[src/rtl/multiplicador_seq_8bits.sv]
// -----------------------------------------------------------------------------
// multiplicador_seq_8bits
//
// Unsigned 8x8 -> 16 bit shift-and-add multiplier. A product is computed over
// several clock cycles, one multiplier bit per cycle, LSB first.
//
// Ports
//   clk    in   1   rising-edge clock for all state
//   rst_n  in   1   asynchronous active-low reset
//   start  in   1   multiply request, accepted only while idle
//   a      in   8   multiplicand (unsigned), latched when start is accepted
//   b      in   8   multiplier (unsigned), latched when start is accepted
//   busy   out  1   high while the multiplication is in progress (CALC)
//   done   out  1   one-cycle pulse: a new product is valid on p
//   p      out  16  product a*b, held until the next done
//
// Build option
//   MULT_EARLY_EXIT_EN  when defined, the computation stops as soon as no set
//                       multiplier bits remain; otherwise it always runs for
//                       8 steps. The product is the same in both builds.
// -----------------------------------------------------------------------------
module multiplicador_seq_8bits (
    input  logic        clk,
    input  logic        rst_n,
    input  logic        start,
    input  logic [7:0]  a,
    input  logic [7:0]  b,
    output logic        busy,
    output logic        done,
    output logic [15:0] p
);

    typedef enum logic [1:0] {
        IDLE = 2'd0,
        CALC = 2'd1,
        DONE = 2'd2
    } state_t;

    state_t      state_reg, state_next;
    logic [7:0]  a_reg, a_next;
    logic [7:0]  b_reg, b_next;      // shifts right one bit per step
    logic [15:0] acc_reg, acc_next;
    logic [15:0] p_reg, p_next;
    logic [2:0]  cnt_reg, cnt_next;  // step index, doubles as the shift amount

    logic [7:0]  partial;
    logic [15:0] partial_shifted;
    logic [15:0] acc_sum;
    logic        last_step;

    // Partial product: multiplicand ANDed with the current multiplier bit.
    genvar gi;
    generate
        for (gi = 0; gi < 8; gi++) begin : g_partial
            assign partial[gi] = a_reg[gi] & b_reg[0];
        end
    endgenerate

    assign partial_shifted = {8'd0, partial} << cnt_reg;
    assign acc_sum         = acc_reg + partial_shifted;

`ifdef MULT_EARLY_EXIT_EN
    // Once the bits left after this step's shift are all zero, the remaining
    // steps would only add zeros. The 8th step always leaves b_reg[7:1]==0.
    assign last_step = (b_reg[7:1] == 7'd0);
`else
    assign last_step = (cnt_reg == 3'd7);
`endif

    // State register
    always_ff @(posedge clk or negedge rst_n) begin
        if (!rst_n) begin
            state_reg <= IDLE;
            a_reg     <= 8'd0;
            b_reg     <= 8'd0;
            acc_reg   <= 16'd0;
            p_reg     <= 16'd0;
            cnt_reg   <= 3'd0;
        end else begin
            state_reg <= state_next;
            a_reg     <= a_next;
            b_reg     <= b_next;
            acc_reg   <= acc_next;
            p_reg     <= p_next;
            cnt_reg   <= cnt_next;
        end
    end

    // Next-state and datapath logic
    always_comb begin
        state_next = state_reg;
        a_next     = a_reg;
        b_next     = b_reg;
        acc_next   = acc_reg;
        p_next     = p_reg;
        cnt_next   = cnt_reg;

        unique case (state_reg)
            IDLE: begin
                if (start) begin
                    a_next     = a;
                    b_next     = b;
                    acc_next   = 16'd0;
                    cnt_next   = 3'd0;
                    state_next = CALC;
                end
            end

            CALC: begin
                acc_next = acc_sum;
                b_next   = {1'b0, b_reg[7:1]};
                cnt_next = cnt_reg + 3'd1;
                if (last_step) begin
                    // p takes the completed sum on the edge that enters DONE,
                    // so it never shows a partial result.
                    p_next     = acc_sum;
                    state_next = DONE;
                end
            end

            DONE: begin
                state_next = IDLE;
            end

            default: begin
                state_next = IDLE;
            end
        endcase
    end

    assign busy = (state_reg == CALC);
    assign done = (state_reg == DONE);
    assign p    = p_reg;

endmodule

[config.mk]
export PLATFORM = sky130hd
export DESIGN_NAME = multiplicador_seq_8bits
export DESIGN_NICKNAME = d
export VERILOG_FILES = /design/src/rtl/multiplicador_seq_8bits.sv
export SDC_FILE = /design/constraint.sdc
export NUM_CORES = 1
export LEC_CHECK = 0
export ABC_AREA = 1
export BUFFER_PORTS_ARGS = -buffer_cell sky130_fd_sc_hd__buf_2
export CAP_MARGIN = 20
export CORE_ASPECT_RATIO = 0.6
export CORE_MARGIN = 2
export CORE_UTILIZATION = 60
export CTS_CLUSTER_DIAMETER = 50
export CTS_CLUSTER_SIZE = 10
export DETAILED_ROUTE_END_ITERATION = 10
export PLACE_DENSITY = 0.81
export SLEW_MARGIN = 0
export SYNTH_ARGS = -nofsm -noshare
export SYNTH_HDL_FRONTEND = slang
export SYNTH_SLANG_ARGS = --single-unit
[constraint.sdc]
create_clock -name clk -period 6.5 [get_ports clk]
set_input_delay 0.65 -clock clk [delete_from_list [all_inputs] [get_ports clk]]
set_output_delay 0.65 -clock clk [all_outputs]
set_load 0.01 [all_outputs]
== Word level (Yosys, flattened, before mapping) ==
Cells that the tools add are included.

* Output and inout port bits: 18
* Bits of input ports: 19
* Word-level logic and storage cells: 37
* Flip-flop bits (word level): 53

* Add/sub/neg operators: 2
* Shift operators: 1
* Reduce and logical (&&, ||, !) cells: 6
* Bitwise gates (word level): 8
* Equality and inequality tests: 5
* Mux-type cells: 9

{| class="wikitable"
|+ Operators by type and width
! kind !! number
|-
| $pmux W16 S2 || 1
|-
| $add A16 B16 Y16 || 1
|-
| $mux W16 || 1
|-
| $pmux W8 S2 || 1
|-
| $shl A8 B3 Y16 || 1
|-
| $and A1 B1 Y1 || 8
|-
| $mux W8 || 1
|-
| $reduce_and A2 Y1 || 4
|-
| $pmux W3 S2 || 1
|-
| $mux W2 || 2
|-
| $pmux W2 S2 || 1
|-
| $add A3 B1 Y3 const B || 1
|-
| $eq A3 B3 Y1 const B || 1
|-
| $mux W3 || 1
|-
| $eq A2 B1 Y1 const B || 1
|-
| $eq A2 B2 Y1 const B || 1
|-
| $logic_not A2 Y1 || 1
|-
| $ne A2 B1 Y1 const B || 1
|-
| $ne A2 B2 Y1 const B || 1
|-
| $reduce_bool A2 Y1 || 1
|}

== Depth between registers and ports, before layout ==
Gate-level depths: netlist of run 1.

* Depth after elaboration: 4
* Depth in mapped cells: 17
* Mapped depth without buffers: 17

== Least setup slack after synthesis of run 1 ==
No wires, ideal clock.

* Path kind: register to register
* Start point: reg cnt_reg[0]
* End point: reg acc_reg[8]
* Data arrival time: 2.037 ns
* Clock period less this slack: 2.154 ns
* Setup time: 0.117 ns
* Stages on the path, launching flop included: 14
* Path buffers: 1
* Setup slack: 4.346 ns
* Required time: 6.383 ns
* Cell sequence: dfrtp_1 buf_2 a31oi_1 nand2_1 o21ai_0 nor2_1 ha_1 or2_1 and2_4 nand2_1 nand2_1 xor2_1 nand2_1 nand2_1

* Longest elaborated chain between the ends: 3

{| class="wikitable"
|+ RTL lines
! what !! line !! RTL
|-
| start, declared || 44 || <nowiki>logic [2:0] cnt_reg, cnt_next;</nowiki>
|-
| start signal, assigned || 85 || <nowiki>cnt_reg <= cnt_next;</nowiki>
|-
| $shl A8 B3 Y16 || 59 || <nowiki>assign partial_shifted = {8'd0, partial} << cnt_reg;</nowiki>
|-
| $add A16 B16 Y16 || 60 || <nowiki>assign acc_sum = acc_reg + partial_shifted;</nowiki>
|-
| $pmux W16 S2 || 98 || <nowiki>unique case (state_reg)</nowiki>
|-
| end signal, assigned || 83 || <nowiki>acc_reg <= acc_next;</nowiki>
|-
| end, declared || 42 || <nowiki>logic [15:0] acc_reg, acc_next;</nowiki>
|}

Every way passes these cells.
A chain may end at the register's enable or synchronous reset.

== Worst setup path in the final report of run 1 ==
* Start point: reg cnt_reg[0]
* End point: reg p_reg[12] (netlist: p[12])

* Longest elaborated chain between the ends: 2
* Elaborated cells between the ends (all ways): 4
* Classes of those cells: add/sub (1); eq/ne (1); shift (1); reduce/logical (1)

{| class="wikitable"
|+ RTL lines
! what !! line !! RTL
|-
| $shl A8 B3 Y16 / $eq A3 B3 Y1 (equally long branches) || 59, 67 ||
|-
| $add A16 B16 Y16 / $reduce_and A2 Y1 (equally long branches) || -- ||
|-
| end signal, assigned || 84 || <nowiki>p_reg <= p_next;</nowiki>
|-
| end, declared || 43 || <nowiki>logic [15:0] p_reg, p_next;</nowiki>
|}

Parallel ways exist; a longest one is shown, timed or not.

==> results of run 1 <==
[layer usage]
layer  track usage  vias to the layer above  part of all wire
li1              -                     1530                 -
met1         0.431                     1359              0.52
met2         0.379                      120              0.39
met3        0.0681                        7             0.084
met4        0.0763                        0            0.0066
met5             0                        -                 0
[per-stage QoR]
stage	power [mW]	cell area, um^2	hold slack, ps	instances	setup slack [ps]
6_report	2.13	3600	442	560	3780
5_1_grt	2.33	3600	503	560	3530
3_3_place_gp	1.84	3490	457	552	3850
2_1_floorplan	1.56	3320	354	463	4350
3_5_place_dp	1.87	3490	464	552	3870
4_1_cts	2.10	3600	467	560	3860
[worst paths after layout]
kind / startpoint / endpoint / slack, ps / cells after the start
setup / recovery: cnt_reg[0] / p[12] / 3780 / 11
hold / removal: rst_n / a_reg[7] / 440 / 2
setup reg to reg: cnt_reg[0] / p[12] / 3780 / 11
hold reg to reg: p[10] / p[10] / 480 / 2
max in group asynchronous: rst_n / p[10] / 5610 / 2
min in group clk: p[10] / p[10] / 480 / 2
[area by class of cell]
type                            instances  area, um^2
Multi-Input combinational cell        350        1710
Fill cell                             437        1610
Sequential cell                        53        1330
Timing Repair Buffer                   37         188
Inverter                               46         175
Tap cell                               66        82.6
Clock buffer                            6        72.6
Clock inverter                          2        38.8
[report_power, final]
part | switching [mW] | internal (mW) | total (mW)
combinational | 0.826 | 0.449 | 1.28
sequential | 0.137 | 0.491 | 0.628
clock | 0.114 | 0.116 | 0.229
total | 1.08 | 1.06 | 2.13
[worst max-delay path: cells and delay by family (launching register included)]
| family | cells | cell delay, ps |
|---|---|---|
| DFF | 1 | 570 |
| buffers and inverters | 1 | 170 |
| and+or+nand+nor | 5 | 640 |
| AOI/OAI and AO/OA | 3 | 750 |
| muxes | 1 | 130 |
| adders and majority gates | 1 | 360 |
[cell families (layout without fill, tap and decap cells)]
family,after synthesis,count (layout),synth area share
mux,2,2,0.00604
fa+ha+maj,19,19,0.0739
flops,53,53,0.400
buf+inv,60,91,0.0834
compound gates,51,51,0.0819
simple gates,274,274,0.344
xor+xnor,4,4,0.0106
[cell usage after synthesis (all sizes together), types with 3 or more instances]
cell type / count
dfrtp: 53
nor3: 6
buf: 11
inv: 45
a21oi: 13
nand3b: 4
nand3: 31
ha: 18
o21ai: 32
clkbuf: 3
or2: 5
nor2: 31
nand2: 195
==> results.txt, run 1 <==
The leakage power of the design was 2.00 nW. The tightest min-delay check is of the input pin to async pin type. For this run, the slowest stage of the critical path takes 570 ps.

At the end of routability-driven placement, the weighted congestion stood at 0.987. The tools report the number of library cell types mapped by synthesis as 33. The flow ran to the end, and the final reports show no timing, DRC or antenna violations. In this run the vertical extent of the chip is 61.6 um. Synthesis produced 463 cells. The number of antenna cells inserted is 0, and the fraction of synthesized cell area taken by the top area cell type is 0.400. The area growth from synthesis to layout came out at 8.45%. The logs give 0 for the remaining number of nets flagged by the antenna check after routing and 37 for the number of ports placed on the die boundary. Summing every instance area after synthesis gives 0.00332 mm^2. The share of cells above drive strength 1 is 0.113. The clock-pin slew reported for the worst setup and hold paths after clock tree synthesis is 110 ps, and the power per cell area is 593 mW/mm^2.

The biggest area contributor in the post-synthesis netlist is sky130_fd_sc_hd__dfrtp_1. The number of max-slew violations in the final report was 0; the row count was 20. The minimum clock period was 2720 ps; the worst vdd rail ir drop was 276 uV. The number of max-cap violations is 0.

The logs give 2593 for the via count of the first global-routing pass and 0.556 for the normalized max-slew margin. For this run the aggregate overflow at the end of global routing stands at 0. Wire length of the first global-routing pass: 12800 um. Number of synthesis warnings: 0.

The peak fanout along the critical path is 14. In this run the number of H-tree levels came out at 2. The final critical-path share of the clock period works out to 0.419.

The clock insertion delay at the later pin of the skew report is 320 ps. For the final routed database, the setup TNS stands at 0 ps. The logs give 53 for the sink count of the clock tree and 367 MHz for the maximum clock frequency.

The area of the placeable core is 0.00520 mm^2, and the average cell area after synthesis is 7.16 um^2. The pre-antenna-repair detailed-routing pass consisted of 5 iterations. In the final routed layout, each cell accounts on average for 14.1 um. Number of remaining DRC errors: 0. Setup violations remaining at the end of the flow were counted as 0. The run gives 0.691 as the post-route core utilization. The post-CTS setup buffer count was 0. At the pin with the least slew margin, the transition time is 666 ps. The run gives 501 as the net count of the mapped netlist.

Using the TritonRoute via totals, the vias-per-cell ratio works out to 5.39. For the number of antenna violations at the first check in global routing, the log shows 0. For this run, the leading register cell type out of synthesis is sky130_fd_sc_hd__dfrtp_1. From left edge to right edge, the die measures 100 um.

CTS placed an instance of sky130_fd_sc_hd__clkbuf_8 at the clock tree root. The detailed-placement wirelength estimate is 5910 um. Sorting the synthesized cells by area gives the leading types as sky130_fd_sc_hd__dfrtp_1, sky130_fd_sc_hd__nand2_1, sky130_fd_sc_hd__ha_1. The iteration-0 DRC count of the detailed router is 247, and the number of buffers added to fix hold violations after cts is 0. Setup repair after global routing left no endpoint under its margin.

Leaving out fill and tap cells, the most frequent cell in the layout is sky130_fd_sc_hd__nand2_1. The final count of hold timing violations came out at 0. The total routing usage reported by global routing came out at 0.277. Post-synthesis async set-or-reset flop share: 1.00. STA classifies the critical path endpoint as a flip-flop.

Kind of critical path: flip-flop to flip-flop. No sink is reached through more buffers than the 2 on the longest clock path. The proportion of synthesized chip area in sequential cells came out at 0.400. During placement, the flow inserted port buffers numbering 36.

Via count: 3016. TritonCTS built the clock tree. Synthesis inferred 53 register bits. The signal on the critical path passes through inv_1 > o21ai_0 > mux2i_1 > o21ai_0 > ha_1 > a21oi_1 > nor2_1 > nor2_1 > nand4_1 > nand3_1 > nand2_1. In the layout the commonest cells are sky130_fd_sc_hd__nand2_1, sky130_fd_sc_hd__dfrtp_1, sky130_fd_sc_hd__inv_1. The total detailed-routing wirelength is 7880 um, and the signal arrival time at the worst endpoint is 2940 ps. The count of flip-flops with a built-in enable after synthesis is 0, and the die area is 0.00616 mm^2.

Post-layout net count: 531. The worst setup path is launched from a flip-flop. Entering global routing, the biggest net connects 54 pins. After clock tree synthesis, the repair step resized 0 gates.

For the effective utilization at floorplan, the log shows 0.637. The highest-delay cell along the critical path was sky130_fd_sc_hd__dfrtp_1. The tools report the worst endpoint required time as 6710 ps. Number of clock buffers inserted by TritonCTS: 5. Across the routed clock network, the largest skew measured is 14.4 ps.
Power figures use the tool's default switching activity.
==> run 2: changes to the inputs <==
--- a/config.mk
+++ b/config.mk
@@ -5,16 +5,16 @@
 export SDC_FILE = /design/constraint.sdc
 export NUM_CORES = 1
 export LEC_CHECK = 0
-export ABC_AREA = 1
+export ABC_AREA = 0
 export BUFFER_PORTS_ARGS = -buffer_cell sky130_fd_sc_hd__buf_2
 export CAP_MARGIN = 20
 export CORE_ASPECT_RATIO = 0.6
 export CORE_MARGIN = 2
-export CORE_UTILIZATION = 60
+export CORE_UTILIZATION = 53
 export CTS_CLUSTER_DIAMETER = 50
 export CTS_CLUSTER_SIZE = 10
 export DETAILED_ROUTE_END_ITERATION = 10
-export PLACE_DENSITY = 0.81
+export PLACE_DENSITY = 0.76
 export SLEW_MARGIN = 0
 export SYNTH_ARGS = -nofsm -noshare
 export SYNTH_HDL_FRONTEND = slang
==> constraint.sdc (replaced) <==
create_clock -name clk -period 2.5 [get_ports clk]
set_input_delay 0.25 -clock clk [delete_from_list [all_inputs] [get_ports clk]]
set_output_delay 0.25 -clock clk [all_outputs]
set_load 0.01 [all_outputs]
==> run 2 against run 1 <==
Die area is 8.8% higher. First-iteration DRC count is 34% higher. Global-route usage is 1.8 points higher. Critical endpoint is now acc_reg[13]. Via count is 7.1% higher. The run now ends with setup timing left. Non-clock buffer count is 91 higher.
==> results.txt, run 2 <==
The run finished, with violations left. The final reports fail on setup timing. After detailed routing, the average wire length per cell comes to 18.8 um.

STA classifies the critical path endpoint as a flip-flop. Measured along the x axis, the die boundary spans 104 um. In this run the worst path has a maximum fanout of 5. Setup violations remaining at the end of the flow were counted as 24. Synthesis inferred 53 register bits. In this run the core area contains 21 standard-cell rows.

The H-tree was split into 2 levels. The cell area that synthesis handed to floorplanning was 0.00320 mm^2. The iteration-0 DRC count of the detailed router came out at 331.

In the layout the commonest cells are sky130_fd_sc_hd__buf_4, sky130_fd_sc_hd__nand2_1, sky130_fd_sc_hd__dfrtp_1. Sorting the synthesized cells by area gives the leading types as sky130_fd_sc_hd__dfrtp_1, sky130_fd_sc_hd__ha_1, sky130_fd_sc_hd__nand2_1. The fraction of synthesized cell area taken by the top area cell type was 0.414; the share of cells above drive strength 1 was 0.447. After synthesis, the mean cell area works out to 9.42 um^2. The count of flip-flops with a built-in enable after synthesis was 0. The clock passes through at most 2 buffers. The congestion estimate from routability-driven global placement came to 0.915.

Setup repair after global routing could not meet its margin everywhere. After clock tree synthesis, the clock-pin slew on the worst setup and hold paths is 100 ps. By instance count, the cell type seen most on the critical path is sky130_fd_sc_hd__buf_6. Ranked by instance count, the synthesized netlist is headed by sky130_fd_sc_hd__nand2_1, sky130_fd_sc_hd__dfrtp_1, sky130_fd_sc_hd__o21ai_0. The floorplan step defined a die boundary enclosing 0.00670 mm^2.

The final critical-path share of the clock period was 1.22. The tools report the number of antenna cells inserted as 0. Family with the most delay on the worst path: compound AO/OA/AOI/OAI gates. Number of library cell types mapped by synthesis: 55. For the wire length of the first global-routing pass, the log shows 15500 um.

Number of iterations in the first detailed-routing pass: 6. In this run the worst hold path is classified as input pin to flip-flop. The multi-input combinational cell area is 0.00213 mm^2. At the worst endpoint, the required time is 2740 ps. Using the TritonRoute via totals, the vias-per-cell ratio works out to 5.99. The fill cell total of the finished layout is 346. Global routing finished with a remaining overflow of 0. The clock insertion delay at the later pin of the skew report was 310 ps; the proportion of synthesized chip area in sequential cells was 0.414. The final route contains 3229 vias. The logs give 2.16 nW for the leakage power of the design and 340 for the synthesized instance count.

In this run the tool buffered the top-level ports with 36 buffer cells. The largest single stage delay on the critical path is 470 ps. The biggest area contributor in the post-synthesis netlist is sky130_fd_sc_hd__dfrtp_1.

For the sink count of the clock tree, the log shows 53. Counting the buffers created by CTS gives 5. The post-synthesis async set-or-reset flop share is 1.00, and the post-layout net count is 496. The final critical-path setup slack came out at -550 ps. The number of max-slew violations in the final report came out at 0. TritonCTS built the clock tree. Actual transition at the worst max-transition pin: 507 ps. The most frequent standard cell in the layout excluding fill and tap cells was sky130_fd_sc_hd__buf_4.

The number of buffers and inverters on the critical path was 4; the total routing usage reported by global routing was 0.295. Clock skew on the completed layout was measured at 7.78 ps. The total detailed-routing wirelength came out at 10200 um. Walking the worst path, the cells encountered are buf_6 > buf_4 > nand3_1 > o21ai_0 > nand2_1 > o21ai_1 > ha_1 > a21o_4 > buf_6 > o21bai_4 > a221o_1 > a31oi_4 > buf_6 > nand4_1 > nand3b_1. For this run, the number of standard cells in the final layout without fillers is 539.

The number of cells in the design after placement is 509, and the remaining number of nets flagged by the antenna check after routing is 0. Overall power consumption after layout is estimated at 6.54 mW. Effective utilization at floorplan: 0.562. STA classifies the critical path startpoint as a flip-flop.

The area growth from synthesis to layout is 42.9%. The Yosys step of the flow raised 0 warnings. The main flop type after synthesis was sky130_fd_sc_hd__dfrtp_1.

After layout, the minimum clock period comes to 3050 ps. Derived from the worst setup path, the maximum achievable clock frequency is 328 MHz. The power per cell area was 1430 mW/mm^2.

The highest-delay cell along the critical path was sky130_fd_sc_hd__dfrtp_2. The post-route core utilization was 0.803. Detailed placement ended at an HPWL of 6410 um. In this run the clock root is driven by a sky130_fd_sc_hd__clkbuf_8. The run gives 3091 as the via count of the first global-routing pass. The area of the placeable core came out at 0.00570 mm^2. The kind of critical path was flip-flop to flip-flop. The number of antenna violations at the first check in global routing is 0.

The height of the die is 64.2 um, and the number of max-cap violations is 0. The number of nets handed over by synthesis was 378. The logs give 3290 ps for the signal arrival time at the worst endpoint and 0.662 for the normalized max-slew margin.

The number of remaining DRC errors was 0; the final count of hold timing violations was 0. The number of ports placed on the die boundary was 37; the maximum number of pins on one net before global-route repair was 34. In the post-synthesis netlist, the cell with the most instances is sky130_fd_sc_hd__nand2_1. The logs give 862 uV for the worst vdd rail ir drop and 0.00133 mm^2 for the sequential standard cell area.
-- run 2: cell types whose count changed in the layout (fill, tap and decap cells not counted), sizes merged, moves of 5 or more --
cell    before  now
o21ai       32   43
nand2      195   57
mux2         0   11
mux2i        2   10
o21bai       0    5
o31ai        1    6
buf         37  127
nand3       31    9
inv         45    8
nor2        31   13
-- run 2: power by group --
part | internal [mW] | switching, mW
Combinational | 2.19 | 2.29
Sequential | 1.24 | 0.332
Clock | 0.195 | 0.288
Total | 3.63 | 2.91
-- run 2: layout make-up --
class	instances	area share
timing repair buffer	128	0.197
clock buffer	6	0.0159
clock inverter	2	0.00219
tap	80	0.0219
inverter	9	0.00738
multi-input combinational	261	0.465
sequential	53	0.290
-- run 2: path summary, 6_finish.rpt --
kind / end / slack, ps / startpoint / cells past startpoint
setup / recovery: acc_reg[13] / -550 / cnt_reg[0] / 15
hold / removal: a_reg[6] / 170 / a[6] / 2
setup reg to reg: acc_reg[13] / -550 / cnt_reg[0] / 15
hold reg to reg: p[0] / 490 / p[0] / 2
max in group asynchronous: cnt_reg[1] / 1240 / rst_n / 3
min in group asynchronous: b_reg[6] / 430 / rst_n / 2
-- run 2: kinds of logic after synthesis --
family | after synthesis | synth area share
compound gates | 98 | 0.199
xor+xnor | 10 | 0.0274
fa+ha+maj | 19 | 0.0766
buf+inv | 26 | 0.0328
flops | 53 | 0.414
mux | 23 | 0.0840
simple gates | 111 | 0.166
-- run 2: repair_timing --
item,in CTS,in global routing
gates resized for setup,62,18
setup buffers,13,8
hold buffers,1,0
setup endpoints to repair,22,26
hold endpoints to repair,20,0
gates cloned,0,0
pin swaps,55,23
-- run 2: through the flow --
step                worst slack (ps)  setup TNS (ps)  cell area (um^2)  hold WS (ps)
detailed placement              -674          -10430              4000           246
global route                    -626          -11470              4580           163
CTS                             -464           -7100              4410           164
floorplan                       -549           -3060              3280         -45.6
finish                          -550           -8850              4580           168
global placement                -570           -8080              4000           237
-- run 2: per-layer routing --
metal	global-route usage	vias to the layer above	share of wire
met2	0.461	144	0.46
met4	0.0811	0	0.022
met5	0	-	0
met3	0.0622	26	0.069
met1	0.417	1590	0.45
li1	-	1469	-
